$ cat config.mk
export PLATFORM = sky130hd
export DESIGN_NAME = seq_layer
export DESIGN_NICKNAME = d
export VERILOG_FILES = /design/src/rtl/seq_layer_pkg.sv /design/src/rtl/fx_sat_act.sv /design/src/rtl/seq_layer.sv
export SDC_FILE = /design/constraint.sdc
export NUM_CORES = 2
export LEC_CHECK = 0
export CAP_MARGIN = 10
export CORE_MARGIN = 2
export CORE_UTILIZATION = 47
export DETAILED_ROUTE_END_ITERATION = 6
export MAX_ROUTING_LAYER = met4
export SYNTH_ARGS = -nofsm -noshare
export SYNTH_HDL_FRONTEND = slang
export SYNTH_SLANG_ARGS = --single-unit
$ cat constraint.sdc
create_clock -name clk -period 24.5 [get_ports clk]
set_clock_uncertainty 0.2 [all_clocks]
set_input_delay 4.9 -clock clk [delete_from_list [all_inputs] [get_ports clk]]
set_output_delay 4.9 -clock clk [all_outputs]
set_load 0.02 [all_outputs]
$ cat src/rtl/seq_layer_pkg.sv
// Shared fixed-point definitions for the sequential layer and its helpers.
//   N, FRAC      : default word width and fractional bits (Q(N-FRAC).FRAC)
//   MAXV, MINV   : saturation bounds for the default N (64-bit signed)
//   act_mode_e   : activation encodings (3 is reserved and behaves as linear)
//   state_e      : sequencer states of seq_layer
//   sat_max/min  : saturation bounds for an arbitrary word width
//   saturate     : clamp a 64-bit signed value into [lo, hi]
package seq_layer_pkg;

  localparam int N    = 16;
  localparam int FRAC = 8;

  function automatic logic signed [63:0] sat_max(input int n);
    return (64'sd1 <<< (n - 1)) - 64'sd1;
  endfunction

  function automatic logic signed [63:0] sat_min(input int n);
    return -(64'sd1 <<< (n - 1));
  endfunction

  localparam logic signed [63:0] MAXV = sat_max(N);
  localparam logic signed [63:0] MINV = sat_min(N);

  typedef enum logic [1:0] {
    ACT_LIN  = 2'd0,
    ACT_RELU = 2'd1,
    ACT_CLIP = 2'd2,
    ACT_RSVD = 2'd3
  } act_mode_e;

  typedef enum logic [1:0] {
    ST_IDLE = 2'd0,
    ST_MAC  = 2'd1,
    ST_WB   = 2'd2,
    ST_FIN  = 2'd3
  } state_e;

  function automatic logic signed [63:0] saturate(input logic signed [63:0] v,
                                                  input logic signed [63:0] lo,
                                                  input logic signed [63:0] hi);
    if (v > hi) return hi;
    if (v < lo) return lo;
    return v;
  endfunction

endpackage

$ cat src/rtl/fx_sat_act.sv
// Combinational post-processing of a wide fixed-point accumulator:
// arithmetic shift right by FRAC (floor), saturation to the N-bit range,
// then activation (linear / ReLU / hard clip to [-1.0, +1.0]).
//   acc_i      : ACCW-bit signed accumulator (value scaled by 2^(2*FRAC))
//   act_mode_i : activation select (act_mode_e)
//   r_o        : N-bit signed result, Q(N-FRAC).FRAC
module fx_sat_act
  import seq_layer_pkg::*;
#(
  parameter int                 N      = seq_layer_pkg::N,
  parameter int                 FRAC   = seq_layer_pkg::FRAC,
  parameter int                 ACCW   = 2 * seq_layer_pkg::N + 3,
  parameter logic signed [63:0] SAT_HI = MAXV,
  parameter logic signed [63:0] SAT_LO = MINV
) (
  input  logic [ACCW-1:0] acc_i,
  input  logic [1:0]      act_mode_i,
  output logic [N-1:0]    r_o
);

  localparam logic signed [63:0] CLIP_HI = 64'sd1 <<< FRAC;
  localparam logic signed [63:0] CLIP_LO = -CLIP_HI;

  logic signed [ACCW-1:0] acc_sh;
  logic signed [63:0]     shifted;
  logic signed [63:0]     sat;
  logic signed [63:0]     res;

  // Arithmetic shift gives floor rounding for negative values.
  assign acc_sh  = $signed(acc_i) >>> FRAC;
  assign shifted = 64'(acc_sh);
  assign sat     = saturate(shifted, SAT_LO, SAT_HI);

  always_comb begin
    res = sat;
    case (act_mode_e'(act_mode_i))
      ACT_RELU: if (sat < 64'sd0) res = 64'sd0;
      ACT_CLIP: res = saturate(sat, CLIP_LO, CLIP_HI);
      default:  res = sat;
    endcase
  end

  assign r_o = N'(res);

endmodule

$ cat src/rtl/seq_layer.sv
// Time-multiplexed fully-connected layer: SL nodes of SX inputs each are
// evaluated one node at a time on a single shared fixed-point MAC.
//   clk, rst     : rising-edge clock, asynchronous active-high reset
//   wload/waddr/wdata : weight-file write port, addr = j*(SX+1)+i, i=SX is bias
//   wr_err       : one-cycle pulse after a rejected write (busy or bad addr)
//   act_mode     : activation for the run, latched with start
//   start/busy/done : run handshake
//   x            : input vector, x[i] at [N*i +: N], latched with start
//   y            : output vector, y[j] at [N*j +: N], updated only with done
//   dbg_state_o  : current sequencer state (state_e)
//
// Handshake: start is honoured only while the sequencer is idle; the edge that
// samples it latches x and act_mode. busy is high from the next cycle through
// the last write-back cycle; done then pulses for exactly one cycle together
// with the atomic y update. start seen while not idle is dropped silently.
module seq_layer
  import seq_layer_pkg::*;
#(
  parameter int N    = seq_layer_pkg::N,
  parameter int FRAC = seq_layer_pkg::FRAC,
  parameter int SX   = 4,
  parameter int SL   = 4,
  parameter int AW   = $clog2(SL * (SX + 1))
) (
  input  logic              clk,
  input  logic              rst,
  input  logic              wload,
  input  logic [AW-1:0]     waddr,
  input  logic [N-1:0]      wdata,
  output logic              wr_err,
  input  logic [1:0]        act_mode,
  input  logic              start,
  input  logic [N*SX-1:0]   x,
  output logic              busy,
  output logic              done,
  output logic [N*SL-1:0]   y,
  output logic [1:0]        dbg_state_o
);

  localparam int NW   = SL * (SX + 1);
  localparam int IXW  = (NW > 1) ? $clog2(NW) : 1;
  localparam int IW   = (SX > 1) ? $clog2(SX) : 1;
  localparam int JW   = (SL > 1) ? $clog2(SL) : 1;
  localparam int ACCW = 2 * N + $clog2(SX + 1);

  localparam logic [IXW-1:0] STRIDE = IXW'(SX + 1);
  localparam logic [IXW-1:0] BOFF   = IXW'(SX);
  localparam logic [IW-1:0]  I_LAST = IW'(SX - 1);
  localparam logic [JW-1:0]  J_LAST = JW'(SL - 1);

  state_e                 state_q, state_d;
  logic [IW-1:0]          i_q, i_d;
  logic [JW-1:0]          j_q, j_d;
  logic signed [ACCW-1:0] acc_q, acc_d;
  logic [N-1:0]           x_q      [SX];
  logic [N-1:0]           x_d      [SX];
  logic [1:0]             mode_q, mode_d;
  logic [N-1:0]           shadow_q [SL];
  logic [N-1:0]           shadow_d [SL];
  logic [N-1:0]           y_q      [SL];
  logic [N-1:0]           y_d      [SL];
  logic                   done_q, done_d;
  logic                   wr_err_q, wr_err_d;
  logic [N-1:0]           w_q      [NW];

  logic                   addr_ok;
  logic                   w_en;
  logic [IXW-1:0]         w_idx;
  logic [IXW-1:0]         b_idx;
  logic signed [N-1:0]    w_sel;
  logic signed [N-1:0]    b_sel;
  logic signed [N-1:0]    x_sel;
  logic signed [2*N-1:0]  prod;
  logic signed [ACCW-1:0] prod_ext;
  logic signed [ACCW-1:0] bias_ext;
  logic [N-1:0]           node_r;

  // ---------------- weight file ----------------
  assign addr_ok  = 32'(waddr) < NW;
  assign w_en     = wload && addr_ok && (state_q == ST_IDLE);
  assign wr_err_d = wload && !w_en;

  always_ff @(posedge clk or posedge rst) begin
    if (rst) begin
      for (int k = 0; k < NW; k++) w_q[k] <= '0;
    end else if (w_en) begin
      w_q[IXW'(waddr)] <= wdata;
    end
  end

  // ---------------- MAC operand selection ----------------
  assign w_idx    = IXW'(j_q) * STRIDE + IXW'(i_q);
  assign b_idx    = IXW'(j_q) * STRIDE + BOFF;
  assign w_sel    = w_q[w_idx];
  assign b_sel    = w_q[b_idx];
  assign x_sel    = x_q[i_q];
  assign prod     = (2*N)'(w_sel) * (2*N)'(x_sel);
  assign prod_ext = ACCW'(prod);
  // Bias is aligned to the product scale (2*FRAC fractional bits).
  assign bias_ext = ACCW'(b_sel) <<< FRAC;

  fx_sat_act #(
    .N      (N),
    .FRAC   (FRAC),
    .ACCW   (ACCW),
    .SAT_HI (sat_max(N)),
    .SAT_LO (sat_min(N))
  ) u_sat_act (
    .acc_i      (acc_q),
    .act_mode_i (mode_q),
    .r_o        (node_r)
  );

  // ---------------- FSM: state register ----------------
  always_ff @(posedge clk or posedge rst) begin
    if (rst) state_q <= ST_IDLE;
    else     state_q <= state_d;
  end

  // ---------------- FSM: next state ----------------
  always_comb begin
    state_d = state_q;
    case (state_q)
      ST_IDLE: if (start) state_d = ST_MAC;
      ST_MAC:  if (i_q == I_LAST) state_d = ST_WB;
      ST_WB:   state_d = (j_q == J_LAST) ? ST_FIN : ST_MAC;
      ST_FIN:  state_d = ST_IDLE;
      default: state_d = ST_IDLE;
    endcase
  end

  // ---------------- FSM: outputs ----------------
  always_comb begin
    busy        = (state_q == ST_MAC) || (state_q == ST_WB);
    dbg_state_o = state_q;
  end

  // ---------------- datapath next values ----------------
  always_comb begin
    i_d      = i_q;
    j_d      = j_q;
    acc_d    = acc_q;
    x_d      = x_q;
    mode_d   = mode_q;
    shadow_d = shadow_q;
    y_d      = y_q;
    done_d   = 1'b0;
    case (state_q)
      ST_IDLE: begin
        if (start) begin
          for (int k = 0; k < SX; k++) x_d[k] = x[k*N +: N];
          mode_d = act_mode;
          i_d    = '0;
          j_d    = '0;
        end
      end
      ST_MAC: begin
        // First term of a node restarts the accumulator with the bias folded in.
        if (i_q == '0) acc_d = prod_ext + bias_ext;
        else           acc_d = acc_q + prod_ext;
        i_d = (i_q == I_LAST) ? '0 : i_q + 1'b1;
      end
      ST_WB: begin
        shadow_d[j_q] = node_r;
        i_d           = '0;
        if (j_q != J_LAST) j_d = j_q + 1'b1;
      end
      ST_FIN: begin
        // Publish all nodes at once so y never shows a partial layer.
        y_d    = shadow_q;
        done_d = 1'b1;
      end
      default: ;
    endcase
  end

  always_ff @(posedge clk or posedge rst) begin
    if (rst) begin
      i_q      <= '0;
      j_q      <= '0;
      acc_q    <= '0;
      mode_q   <= '0;
      done_q   <= 1'b0;
      wr_err_q <= 1'b0;
      for (int k = 0; k < SX; k++) x_q[k] <= '0;
      for (int k = 0; k < SL; k++) begin
        shadow_q[k] <= '0;
        y_q[k]      <= '0;
      end
    end else begin
      i_q      <= i_d;
      j_q      <= j_d;
      acc_q    <= acc_d;
      mode_q   <= mode_d;
      done_q   <= done_d;
      wr_err_q <= wr_err_d;
      x_q      <= x_d;
      shadow_q <= shadow_d;
      y_q      <= y_d;
    end
  end

  assign done   = done_q;
  assign wr_err = wr_err_q;

  for (genvar g = 0; g < SL; g++) begin : g_y
    assign y[g*N +: N] = y_q[g];
  end

endmodule
==> results.cfg <==
[global_route]
grt-ovfl-total = 0
grt_pass1_vias = 28100
grt_max_degree = 193
grtUsageTotal_pct = 25.6
grt_antenna_before_repair = 0
grt_pass1_wl_mm = 164

[logic_synthesis]
synth_area_per_cell_um2 = 11.6
synth.most_common_cell = dfrtp_1
syn-num-nets = 3871
seq_area_frac_synth_pct = 35.9
yosys-top-cells-area = dfrtp_1 36%, mux2_2 14%, fa_1 14%, mux4_2 6.8%, ha_1 5.2%
synth-async-reset-ratio_pct = 100
ys_types = 86
syn-cell-area_um2 = 38800
synth_top_area_share_pct = 35.9
ys_top_cells_by_count = 557 x dfrtp_1, 496 x mux2_2, 359 x inv_1
yosysTopAreaCell = dfrtp_1
synth_edf_count = 0
ys_ff_latch = 557
synth-main-ff-cell = dfrtp_1
synth_cells = 3355
synth_warnings = 0

[floorplan]
die_h_um = 291
start_util_pct = 47.4
die_width_um = 291
core_um2 = 82000
fp-row-count = 105
io_pins = 160
die_area_um2 = 85000

[route]
drc = 0
wire_per_inst_um = 22.7
first_pass_iters = 5
ant_nets = 0
viasPerCell = 5.73
vias = 26200
first_iter_violations = 1808
routed_wl_mm = 104

[clock_tree]
clk_pin_slew_ns = 0.07
post_cts_buffers = 0
clkSinkCount = 557
clock_latency_ns = 0.63
hold_buffers = 0
cts_root_buf = clkbuf_16
cts_resized = 0
cts_tree = done
htree_levels = 3
cts_buffer_depth = 3
numCtsBuffers = 66

[timing]
hold_violations = 0
period_minus_slack_ns = 12.84
rsz0062_at_grt = no
setup_viol = 0
drv_slew = 0
tns_ns = 0
fin_crit_sh_pct = 52.4
worst_pin_slew_ns = 1.26
relSlewSlack_pct = 16.2
max_freq_mhz = 77.9

[outcome]
status = completed

[setup_path]
worstPathMaxFanout = 49
critPathLaunchType = register
path_class = reg2reg
worstPathRequired_ns = 24.82
cp_slowest_cell = fa_4
reg2reg_from = i_q[0]$_DFFE_PP0P_
cp_common_cell = fa_1
r2r_end = acc_q[34]$_DFFE_PP0P_
ff2ff_setup_slack_ns = 11.66
arrival_ns = 13.16
cp_slowest_stage_delay_ns = 1.14
ff2ff_path_depth = 36
crit_path_end_kind = register
endpoint = acc_q[34]$_DFFE_PP0P_
cp-startpoint = i_q[0]$_DFFE_PP0P_

[place]
hpwl_mm = 74.0
portBuffers = 159
gp_congestion = 0.880

[flow_run]
max_cap_violations = 0

[layout]
area_growth_pct = 12.8
layout-drive-gt1-share_pct = 24.0
nets = 3973
num_antenna_cells = 0
fillers = 7069

[hold_path]
min_path_type = reg2reg
-- layout make-up --
cell class	count	area (µm²)	share of cell area, %
Clock buffer	94	1940	4.42
Clock inverter	22	348	0.794
Inverter	361	1360	3.11
Multi-Input combinational cell	2257	22900	52.2
Sequential cell	557	13900	31.8
Tap cell	1070	1340	3.06
Timing Repair Buffer	214	2020	4.60
-- placed cells by master (no fill, tap or decap), types with 67 or more instances in the layout --
| cell | Yosys | routed |
|---|---|---|
| nor2_1 | 179 | 178 |
| mux2i_1 | 67 | 67 |
| nand2_1 | 194 | 193 |
| clkdlybuf4s50_1 | 0 | 159 |
| o21ai_0 | 93 | 86 |
| mux2_2 | 496 | 496 |
| ha_1 | 160 | 155 |
| mux4_2 | 118 | 118 |
| dfrtp_1 | 557 | 555 |
| nand2b_1 | 69 | 69 |
| inv_1 | 359 | 358 |
| fa_1 | 265 | 264 |
| a21oi_1 | 147 | 147 |
-- per-layer routing --
| layer | up-vias | wire length, µm | track usage (%) | part of all wire [%] |
|---|---|---|---|---|
| li1 | 11700 | - | - | - |
| met1 | 13700 | 45000 | 33.5 | 43 |
| met2 | 593 | 51900 | 42.4 | 50 |
| met3 | 176 | 4130 | 2.95 | 4.0 |
| met4 | 0 | 2960 | 7.27 | 2.8 |
| met5 | - | 0 | - | 0 |
-- how the worst min path moves through the flow --
stage / start / end / slack [ns] / cells past startpoint
after CTS: shadow_q[42]$_DFFE_PP0P_ / shadow_q[42]$_DFFE_PP0P_ / 0.28 / 2
after detailed placement: shadow_q[42]$_DFFE_PP0P_ / shadow_q[42]$_DFFE_PP0P_ / 0.27 / 2
after global placement: shadow_q[56]$_DFFE_PP0P_ / shadow_q[56]$_DFFE_PP0P_ / 0.26 / 2
after floorplan: shadow_q[10]$_DFFE_PP0P_ / shadow_q[10]$_DFFE_PP0P_ / 0.24 / 2
final: shadow_q[58]$_DFFE_PP0P_ / shadow_q[58]$_DFFE_PP0P_ / 0.28 / 2
after global routing: w_q[279]$_DFFE_PP0P_ / w_q[279]$_DFFE_PP0P_ / 0.31 / 1
-- per-stage QoR --
stage	util (%)	hold slack, ns	instance area (µm²)	setup WS (ns)	std cells
finish	53.4	0.278	43800	11.66	4575
global route	53.4	0.307	43800	11.01	4575
CTS	53.4	0.281	43800	11.64	4575
detailed placement	50.7	0.268	41500	11.75	4459
global placement	50.7	0.258	41500	12.03	4459
floorplan	-	0.244	38800	3.82	3355
-- critical path, delay by kind of cell, from the launching register on --
kind | cells | cell delay, ns
AO/OA/AOI/OAI | 13 | 3.59
XOR/XNOR | 1 | 0.28
adder cells (fa/ha/maj) | 10 | 5.38
buffers and inverters | 6 | 1.27
flip-flops | 1 | 0.71
multiplexers | 1 | 0.42
AND/OR/NAND/NOR | 5 | 0.82
-- sequential cells by signal, summed over array words and instances, names as in the netlist --
register     count
acc_q           35
dbg_state_o      2
done             1
i_q              2
j_q              2
mode_q           2
shadow_q        64
w_q            320
wr_err           1
x_q             64
y               64
-- logic make-up after synthesis --
logic type,after synthesis,share of synthesized area (%)
simple gates,628,7.66
flops,557,35.9
buf+inv,541,5.40
mux,682,23.0
fa+ha+maj,425,18.8
compound gates,439,7.35
xor+xnor,83,1.91
Power is left out: the tool's default activity adds up to more than one toggle a clock period on the data nets, which glitch-free logic cannot reach.
